--- src/rtl/mem_access_stage.sv ---
// MEM-stage data-memory access unit and MEM/WB pipeline register.
// One byte/half/word access per instruction over a req/ack port; upstream stalls until ack.
module mem_access_stage #(
  parameter int DATA_W = 32,
  parameter int ADDR_W = 32
) (
  input  logic              clk,
  input  logic              rst_n,
  input  logic              MEM_Valid,
  input  logic              MEM_MemRead,
  input  logic              MEM_MemWrite,
  input  logic [1:0]        MEM_Size,
  input  logic              MEM_SignExt,
  input  logic [DATA_W-1:0] MEM_Alu_Res,
  input  logic [DATA_W-1:0] MEM_rt_Data,
  input  logic [1:0]        MEM_Forward,
  input  logic [DATA_W-1:0] WB_Fwd_Data,
  input  logic [DATA_W-1:0] WBIF_Fwd_Data,
  input  logic [4:0]        MEM_WeSel,
  input  logic              MEM_RegWrite,
  input  logic              MEM_Mem2R,
  output logic              dmem_req,
  output logic              dmem_we,
  output logic [ADDR_W-1:0] dmem_addr,
  output logic [3:0]        dmem_be,
  output logic [DATA_W-1:0] dmem_wdata,
  input  logic              dmem_ack,
  input  logic [DATA_W-1:0] dmem_rdata,
  output logic              MEM_Stall,
  output logic              MEM_Misalign,
  output logic              WB_Valid,
  output logic              WB_RegWrite,
  output logic              WB_Mem2R,
  output logic [4:0]        WB_WeSel,
  output logic [DATA_W-1:0] WB_Alu_Res,
  output logic [DATA_W-1:0] WB_Mem_Data
);

  typedef enum logic [0:0] {
    IDLE   = 1'b0,
    ACCESS = 1'b1
  } state_t;

  state_t state, state_next;

  // Access context captured at launch; drives the memory port for the whole access.
  logic [DATA_W-1:0] acc_alu;
  logic              acc_we;
  logic [3:0]        acc_be;
  logic [DATA_W-1:0] acc_wdata;
  logic [1:0]        acc_size;
  logic              acc_signext;
  logic [4:0]        acc_wesel;
  logic              acc_regwrite;
  logic              acc_mem2r;

  logic              mem_op;
  logic              misaligned;
  logic              launch;
  logic              latch_en;
  logic [DATA_W-1:0] store_src;
  logic [3:0]        be_calc;
  logic [DATA_W-1:0] wdata_calc;
  logic [7:0]        ld_byte;
  logic [15:0]       ld_half;
  logic [DATA_W-1:0] ld_ext;

  logic              wb_valid_n;
  logic              wb_regwrite_n;
  logic              wb_mem2r_n;
  logic [4:0]        wb_wesel_n;
  logic [DATA_W-1:0] wb_alu_n;
  logic [DATA_W-1:0] wb_mem_n;
  logic              misalign_n;

  assign mem_op = MEM_MemRead | MEM_MemWrite;

  always_comb begin
    case (MEM_Size)
      2'b00:   misaligned = 1'b0;
      2'b01:   misaligned = MEM_Alu_Res[0];
      default: misaligned = (MEM_Alu_Res[1:0] != 2'b00);
    endcase
  end

  assign launch = MEM_Valid & mem_op & ~misaligned;

  always_comb begin
    case (MEM_Forward)
      2'b10:   store_src = WB_Fwd_Data;
      2'b01:   store_src = WBIF_Fwd_Data;
      default: store_src = MEM_rt_Data;
    endcase
  end

  always_comb begin
    case (MEM_Size)
      2'b00:   be_calc = 4'b0001 << MEM_Alu_Res[1:0];
      2'b01:   be_calc = MEM_Alu_Res[1] ? 4'b1100 : 4'b0011;
      default: be_calc = 4'b1111;
    endcase
  end

  always_comb begin
    wdata_calc = '0;
    if (MEM_MemWrite) begin
      case (MEM_Size)
        2'b00:   wdata_calc = {4{store_src[7:0]}};
        2'b01:   wdata_calc = {2{store_src[15:0]}};
        default: wdata_calc = store_src;
      endcase
    end
  end

  // Lane select uses the latched address, not the live MEM input.
  always_comb begin
    case (acc_alu[1:0])
      2'b00:   ld_byte = dmem_rdata[7:0];
      2'b01:   ld_byte = dmem_rdata[15:8];
      2'b10:   ld_byte = dmem_rdata[23:16];
      default: ld_byte = dmem_rdata[31:24];
    endcase
    ld_half = acc_alu[1] ? dmem_rdata[31:16] : dmem_rdata[15:0];
    case (acc_size)
      2'b00:   ld_ext = acc_signext ? {{24{ld_byte[7]}}, ld_byte} : {24'b0, ld_byte};
      2'b01:   ld_ext = acc_signext ? {{16{ld_half[15]}}, ld_half} : {16'b0, ld_half};
      default: ld_ext = dmem_rdata;
    endcase
  end

  always_ff @(posedge clk or negedge rst_n) begin
    if (!rst_n) state <= IDLE;
    else        state <= state_next;
  end

  always_comb begin
    state_next    = state;
    dmem_req      = 1'b0;
    MEM_Stall     = 1'b0;
    latch_en      = 1'b0;
    misalign_n    = 1'b0;
    wb_valid_n    = 1'b0;
    wb_regwrite_n = 1'b0;
    wb_mem2r_n    = 1'b0;
    wb_wesel_n    = '0;
    wb_alu_n      = '0;
    wb_mem_n      = '0;
    case (state)
      IDLE: begin
        if (launch) begin
          MEM_Stall  = 1'b1;
          latch_en   = 1'b1;
          state_next = ACCESS;
        end else if (MEM_Valid && mem_op) begin
          misalign_n = 1'b1;
          wb_valid_n = 1'b1;
          wb_wesel_n = MEM_WeSel;
          wb_alu_n   = MEM_Alu_Res;
        end else if (MEM_Valid) begin
          wb_valid_n    = 1'b1;
          wb_regwrite_n = MEM_RegWrite;
          wb_mem2r_n    = MEM_Mem2R;
          wb_wesel_n    = MEM_WeSel;
          wb_alu_n      = MEM_Alu_Res;
        end
      end
      ACCESS: begin
        dmem_req = 1'b1;
        if (dmem_ack) begin
          state_next    = IDLE;
          wb_valid_n    = 1'b1;
          wb_regwrite_n = acc_regwrite;
          wb_mem2r_n    = acc_mem2r;
          wb_wesel_n    = acc_wesel;
          wb_alu_n      = acc_alu;
          wb_mem_n      = acc_we ? '0 : ld_ext;
        end else begin
          MEM_Stall = 1'b1;
        end
      end
      default: state_next = IDLE;
    endcase
  end

  always_ff @(posedge clk or negedge rst_n) begin
    if (!rst_n) begin
      acc_alu      <= '0;
      acc_we       <= 1'b0;
      acc_be       <= '0;
      acc_wdata    <= '0;
      acc_size     <= '0;
      acc_signext  <= 1'b0;
      acc_wesel    <= '0;
      acc_regwrite <= 1'b0;
      acc_mem2r    <= 1'b0;
    end else if (latch_en) begin
      acc_alu      <= MEM_Alu_Res;
      acc_we       <= MEM_MemWrite;
      acc_be       <= be_calc;
      acc_wdata    <= wdata_calc;
      acc_size     <= MEM_Size;
      acc_signext  <= MEM_SignExt;
      acc_wesel    <= MEM_WeSel;
      acc_regwrite <= MEM_RegWrite;
      acc_mem2r    <= MEM_Mem2R;
    end
  end

  always_ff @(posedge clk or negedge rst_n) begin
    if (!rst_n) begin
      WB_Valid     <= 1'b0;
      WB_RegWrite  <= 1'b0;
      WB_Mem2R     <= 1'b0;
      WB_WeSel     <= '0;
      WB_Alu_Res   <= '0;
      WB_Mem_Data  <= '0;
      MEM_Misalign <= 1'b0;
    end else begin
      WB_Valid     <= wb_valid_n;
      WB_RegWrite  <= wb_regwrite_n;
      WB_Mem2R     <= wb_mem2r_n;
      WB_WeSel     <= wb_wesel_n;
      WB_Alu_Res   <= wb_alu_n;
      WB_Mem_Data  <= wb_mem_n;
      MEM_Misalign <= misalign_n;
    end
  end

  assign dmem_we    = acc_we;
  assign dmem_addr  = {acc_alu[ADDR_W-1:2], 2'b00};
  assign dmem_be    = acc_be;
  assign dmem_wdata = acc_wdata;

endmodule

--- config.mk ---
export PLATFORM = sky130hd
export DESIGN_NAME = mem_access_stage
export DESIGN_NICKNAME = d
export VERILOG_FILES = /design/src/rtl/mem_access_stage.sv
export SDC_FILE = /design/constraint.sdc
export NUM_CORES = 1
export LEC_CHECK = 0
export ABC_AREA = 1
export ABC_CLOCK_PERIOD_IN_PS = 2900
export CORE_MARGIN = 3
export CORE_UTILIZATION = 38
export DETAILED_ROUTE_END_ITERATION = 12
export PLACE_DENSITY = 0.74
export SYNTH_ARGS = -nofsm -noshare
export SYNTH_HDL_FRONTEND = slang
export SYNTH_SLANG_ARGS = --single-unit
--- constraint.sdc ---
create_clock -name clk -period 2.9 [get_ports clk]
set_input_delay 0.87 -clock clk [delete_from_list [all_inputs] [get_ports clk]]
set_output_delay 0.87 -clock clk [all_outputs]
set_load 0.01 [all_outputs]
## Yosys cells after proc, flatten, opt, wreduce, memory -nomap -nowiden

Cells that the tools add are included.
Widths: inputs -> output; s select.

| storage, ports and cells | value |
|---|---|
| register bits | 153 |
| latch bits | 0 |
| RAM bits | 0 |
| memory bits (read-only) | 0 |
| bits of input ports | 178 |
| logic and storage cells | 81 |
| memories | 0 |

| operators by class | value |
|---|---|
| $add $sub $neg | 0 |
| multipliers | 0 |
| divide/modulo/power cells | 0 |
| order comparisons | 0 |
| eq/ne operators | 6 |
| shift operators | 1 |
| multiplexer cells | 47 |
| bitwise gates (word level) | 5 |
| reductions and logical operators | 5 |

Operator list:

| cell | number |
|---|---|
| $mux 32 | 10 |
| $pmux 32 s2 | 4 |
| $pmux 8 s3 | 1 |
| $mux 5 | 4 |
| $mux 1 | 19 |
| $mux 16 | 1 |
| $pmux 1 s2 | 5 |
| $pmux 5 s2 | 1 |
| $eq 2x1->1 const B | 4 |
| $pmux 4 s2 | 1 |
| $logic_not 2->1 | 3 |
| $eq 2x2->1 const B | 2 |
| $mux 4 | 1 |
| $shl 1x2->4 const A | 1 |
| $and 1x1->1 | 2 |
| $not 1->1 | 2 |
| $reduce_bool 2->1 | 1 |
| $logic_and 1x1->1 | 1 |
| $or 1x1->1 | 1 |

## Longest topological paths before layout

Gate-level depths: netlist (run 1).

| logic depth | value |
|---|---|
| word-level depth | 7 |
| mapped depth | 11 |
| gate-level depth less buffers | 8 |

## Worst setup path after synthesis (run 1)

No wires, ideal clock.

| timing path | value |
|---|---|
| kind | input to output |
| start | input port MEM_Size[1] |
| end | output port MEM_Stall |
| arrival time | 1.888 ns |
| setup slack | 0.142 ns |
| stages | 7 |
| path through | buf_2 nor2_4 inv_2 nand2_4 nand3_4 clkbuf_1 o21ai_0 |

| between the ends | value |
|---|---|
| word-level cells in the longest chain between the ends | 6 |
| elaborated cells on any way between the ends | 7 |

Ends and longest elaborated chain:

| element | RTL line | source |
|---|---|---|
| start, declared | 12 | `input logic [1:0] MEM_Size,` |
| $eq 2x1->1 or $logic_not 2->1 (tied branches) | 79 | `case (MEM_Size)` |
| $pmux 1 s2 (*) | 79 |  |
| $not 1->1 (*) | 86 | `assign launch = MEM_Valid & mem_op & ~misaligned;` |
| $and 1x1->1 (*) | 86 |  |
| $mux 1 (*) | 150 | `if (launch) begin` |
| $pmux 1 s2 (*) | 148 | `case (state)` |
| end, declared | 29 | `output logic MEM_Stall,` |

Mark *: on every way between the ends. The rest lies on a longest branch, timed or not.

## Final worst setup path (run 1)

| timing path | value |
|---|---|
| start | input port MEM_MemWrite |
| end | output port MEM_Stall |

| between the ends | value |
|---|---|
| word-level cells in the longest chain between the ends | 5 |

Ends and longest elaborated chain:

| element | RTL line | source |
|---|---|---|
| start, declared | 11 | `input logic MEM_MemWrite,` |
| $or 1x1->1 | 76 | `assign mem_op = MEM_MemRead \| MEM_MemWrite;` |
| $and 1x1->1 (2 in a row) | 86 |  |
| $mux 1 | 150 |  |
| $pmux 1 s2 | 148 |  |

No other way between the ends.

==> results.yml, run 1 <==
status:
  outcome: "finished, final reports clean"
detailed_routing:
  drt_iter0_drc: 449
  totalWireLength_um: 23300
  vias_per_cell: 4.84
  ant_nets: 0
  drc: 0
  dr.pass1.iters: 5
  wl_per_cell_um: 15.6
  vias: 7217
logic_synthesis:
  synth_seq_cells: 153
  avgSynthCellArea_um2: 7.99
  synth_top_family_by_area: "simple AND/OR/NAND/NOR gates"
  syn_inst: 921
  yosys_warnings: 0
  synth_compound_area_frac: 0.112
  synthDistinctLibCells: 31
  muxShareOfSynthArea: 0
  synthSimpleGateAreaFrac: 0.264
  synthXorXnorAreaFrac: 0
  yosysSeqAreaShare: 0.520
  yosys.area_share.adder: 0.00340
  synth_area_um2: 7360
clock_network:
  cts_buffers: 17
  ctsResizeCount: 6
  cts_root_buf: "clkbuf_16"
  clockBufferDepth: 2
  tritoncts: "done"
  path_clk_slew_ns: 0.07
  cts_setup_buffers: 0
  hold_buffers: 0
  clkSinkCount: 153
  insertion_delay_ns: 0.42
  htree_levels: 4
sta:
  fmax_mhz: 354
  finalSetupViolCount: 0
  slew_headroom: 0.594
  worst_slew_pin_slew_ns: 0.602
  drv_slew: 0
  finalCritPeriodShare: 0.974
  setup_tns_ns: 0
  hold_viol: 0
  period_needed_ns: 2.82
  rsz0062_at_grt: "false"
  fin_skew_ns: 0.00902
die:
  row_count: 50
  ios: 322
  core_area_um2: 18900
  die_area_um2: 21100
  start_util: 0.389
  die_h_um: 145
  die-width_um: 145
grt:
  grt_busiest_layer: "met2"
  grt_pass1_wl_um: 37300
  grt_use_total: 0.220
  antenna_found_initial: 0
  use_met1: 0.264
  grtUsageMet2: 0.379
  grt_max_degree: 60
  use_met3: 0.0534
  globalRouteOverflowTotal: 0
  grt_pass1_vias: 6998
cells_and_area:
  area_growth_pct: 55.3
  n_antenna_cell: 0
  final_util: 0.605
  fin_nets: 1397
  layout-drive-gt1-share: 0.0772
  fin_cells: 1490
placement:
  hpwl_um: 17500
  dpl.cell_count: 1458
  port_buffers: 319
  gp_congestion: 0.860
worst_setup_path:
  worstPathRequired_ns: 2.03
  critPathArrivalTime_ns: 1.95
  slowest_stage: "clkdlybuf4s50_1"
  crit_chain: "clkdlybuf4s50_1 -> nor2_1 -> nor2_1 -> buf_4 -> nand3_4 -> o21ai_2 -> buf_2"
  rr_startpoint: "acc_alu[1]$_DFFE_PN0P_"
  reg2reg_to: "WB_Mem_Data[25]$_DFF_PN0_"
  crit_type: "input pin to output port"
  worst_setup_path_end_kind: "output port"
  rrSetupSlack_ns: 0.91
  crit_family: "buffers and inverters"
  cp_max_fo: 2
  cpMostUsedCell: "nor2_1"
  worst-path-buf-inv: 3
  start_kind: "input pin"
  r2r_cells: 7
  cp_slowest_stage_delay_ns: 0.47
power_and_ir_drop:
  leakage_uw: 0.00526
  ir_worst_vdd_v: 0.000371
  powerDensity_nw_per_um2: 622
run:
  drv_cap: 0
hold_path:
  hp-class: "input pin to async pin"
metal layers:
metal | up-vias | wire [um]
li1 | 3536 | -
met1 | 3346 | 9380
met2 | 298 | 11700
met3 | 37 | 1530
met4 | 0 | 735
met5 | - | 0
area by class of cell:
cell class	count	area [um2]
fill	1692	7460
timing repair buffer	359	3610
sequential	153	3830
tap	260	325
multi-input combinational	619	2810
clock inverter	14	180
clock buffer	18	429
inverter	67	251
registers in the layout, summed over array words and instances, names as in the netlist:
name and flops:
WB_WeSel 5, acc_signext 1, state 1, WB_Mem2R 1
acc_alu 32, WB_Mem_Data 32, MEM_Misalign 1, WB_RegWrite 1
WB_Alu_Res 32, acc_wesel 5, acc_regwrite 1, acc_size 2
dmem_we 1, dmem_wdata 32, dmem_be 4, acc_mem2r 1
WB_Valid 1
layout by cell type (no fill, tap or decap), types with 3 or more instances in the layout:
cell type        instances
clkinv_4                 3
inv_6                    5
nand3_1                109
a22o_1                   5
nand2_1                262
buf_4                   30
or2_2                   13
clkdlybuf4s50_1        317
clkbuf_16               17
a21oi_1                 13
o211ai_1                 5
inv_1                   63
o21ai_1                  9
o21a_1                   3
nand4_1                  3
inv_8                    3
buf_12                   9
dfrtp_1                153
nor2_1                  62
o21ai_0                119
cell families (layout without fill, tap and decap cells):
logic type                 Yosys count  after routing
DFF                                153            153
AOI/OAI and AO/OA                  157            157
other                                1              2
adders and majority gates            2              2
buffers and inverters              150            458
and+or+nand+nor                    458            458
metrics by stage:
| step | total power [uW] | instance area [um2] | hold slack (ns) | setup WS (ns) |
|---|---|---|---|---|
| 4_1_cts | 7190 | 11400 | 0.368 | 0.0106 |
| 6_report | 7110 | 11400 | 0.364 | 0.0762 |
| 5_1_grt | 7510 | 11400 | 0.380 | 0.0148 |
| 3_3_place_gp | 4850 | 10800 | 0.461 | -0.423 |
| 2_1_floorplan | 3760 | 7360 | 0.491 | 0.142 |
| 3_5_place_dp | 4890 | 10800 | 0.465 | -0.423 |
synth_stat cells (all sizes together):
library cell  number  share of area
nand2            263           0.14
buf               51          0.049
o21a               3         0.0031
o211ai             5         0.0051
a21oi             13         0.0088
clkbuf            32          0.016
nor3               1        0.00068
conb               1        0.00051
o22ai              1        0.00085
o21ai            129          0.088
nand3b             2         0.0020
nor2              65          0.035
or2               13          0.011
a31oi              1        0.00085
dfrtp            153           0.52
ha                 2         0.0034
nand4              3         0.0026
clkinv             2         0.0010
inv               65          0.033
nand3            111          0.078
a22o               5         0.0060
worst max-delay path by stage:
stage | start | end | depth (start not counted)
floorplan | MEM_Size[1] | MEM_Stall | 7
global placement | MEM_MemWrite | MEM_Stall | 7
detailed placement | MEM_MemWrite | MEM_Stall | 7
CTS | MEM_MemWrite | MEM_Stall | 7
global route | MEM_Size[1] | MEM_Stall | 8
finish | MEM_MemWrite | MEM_Stall | 7
where the power goes:
part / total [uW] / switching [uW] / internal [uW]
combinational: 2150 / 1040 / 1110
clock: 2270 / 959 / 1310
sequential: 2690 / 200 / 2490
Note: power is estimated with default switching activity, not from simulation.
==> run 2, diff against run 1 <==
Settings changed: GPL_ROUTABILITY_DRIVEN set to 0.
==> results of run 2 <==
The final DEF is identical to that of run 1; final timing and power are the same.
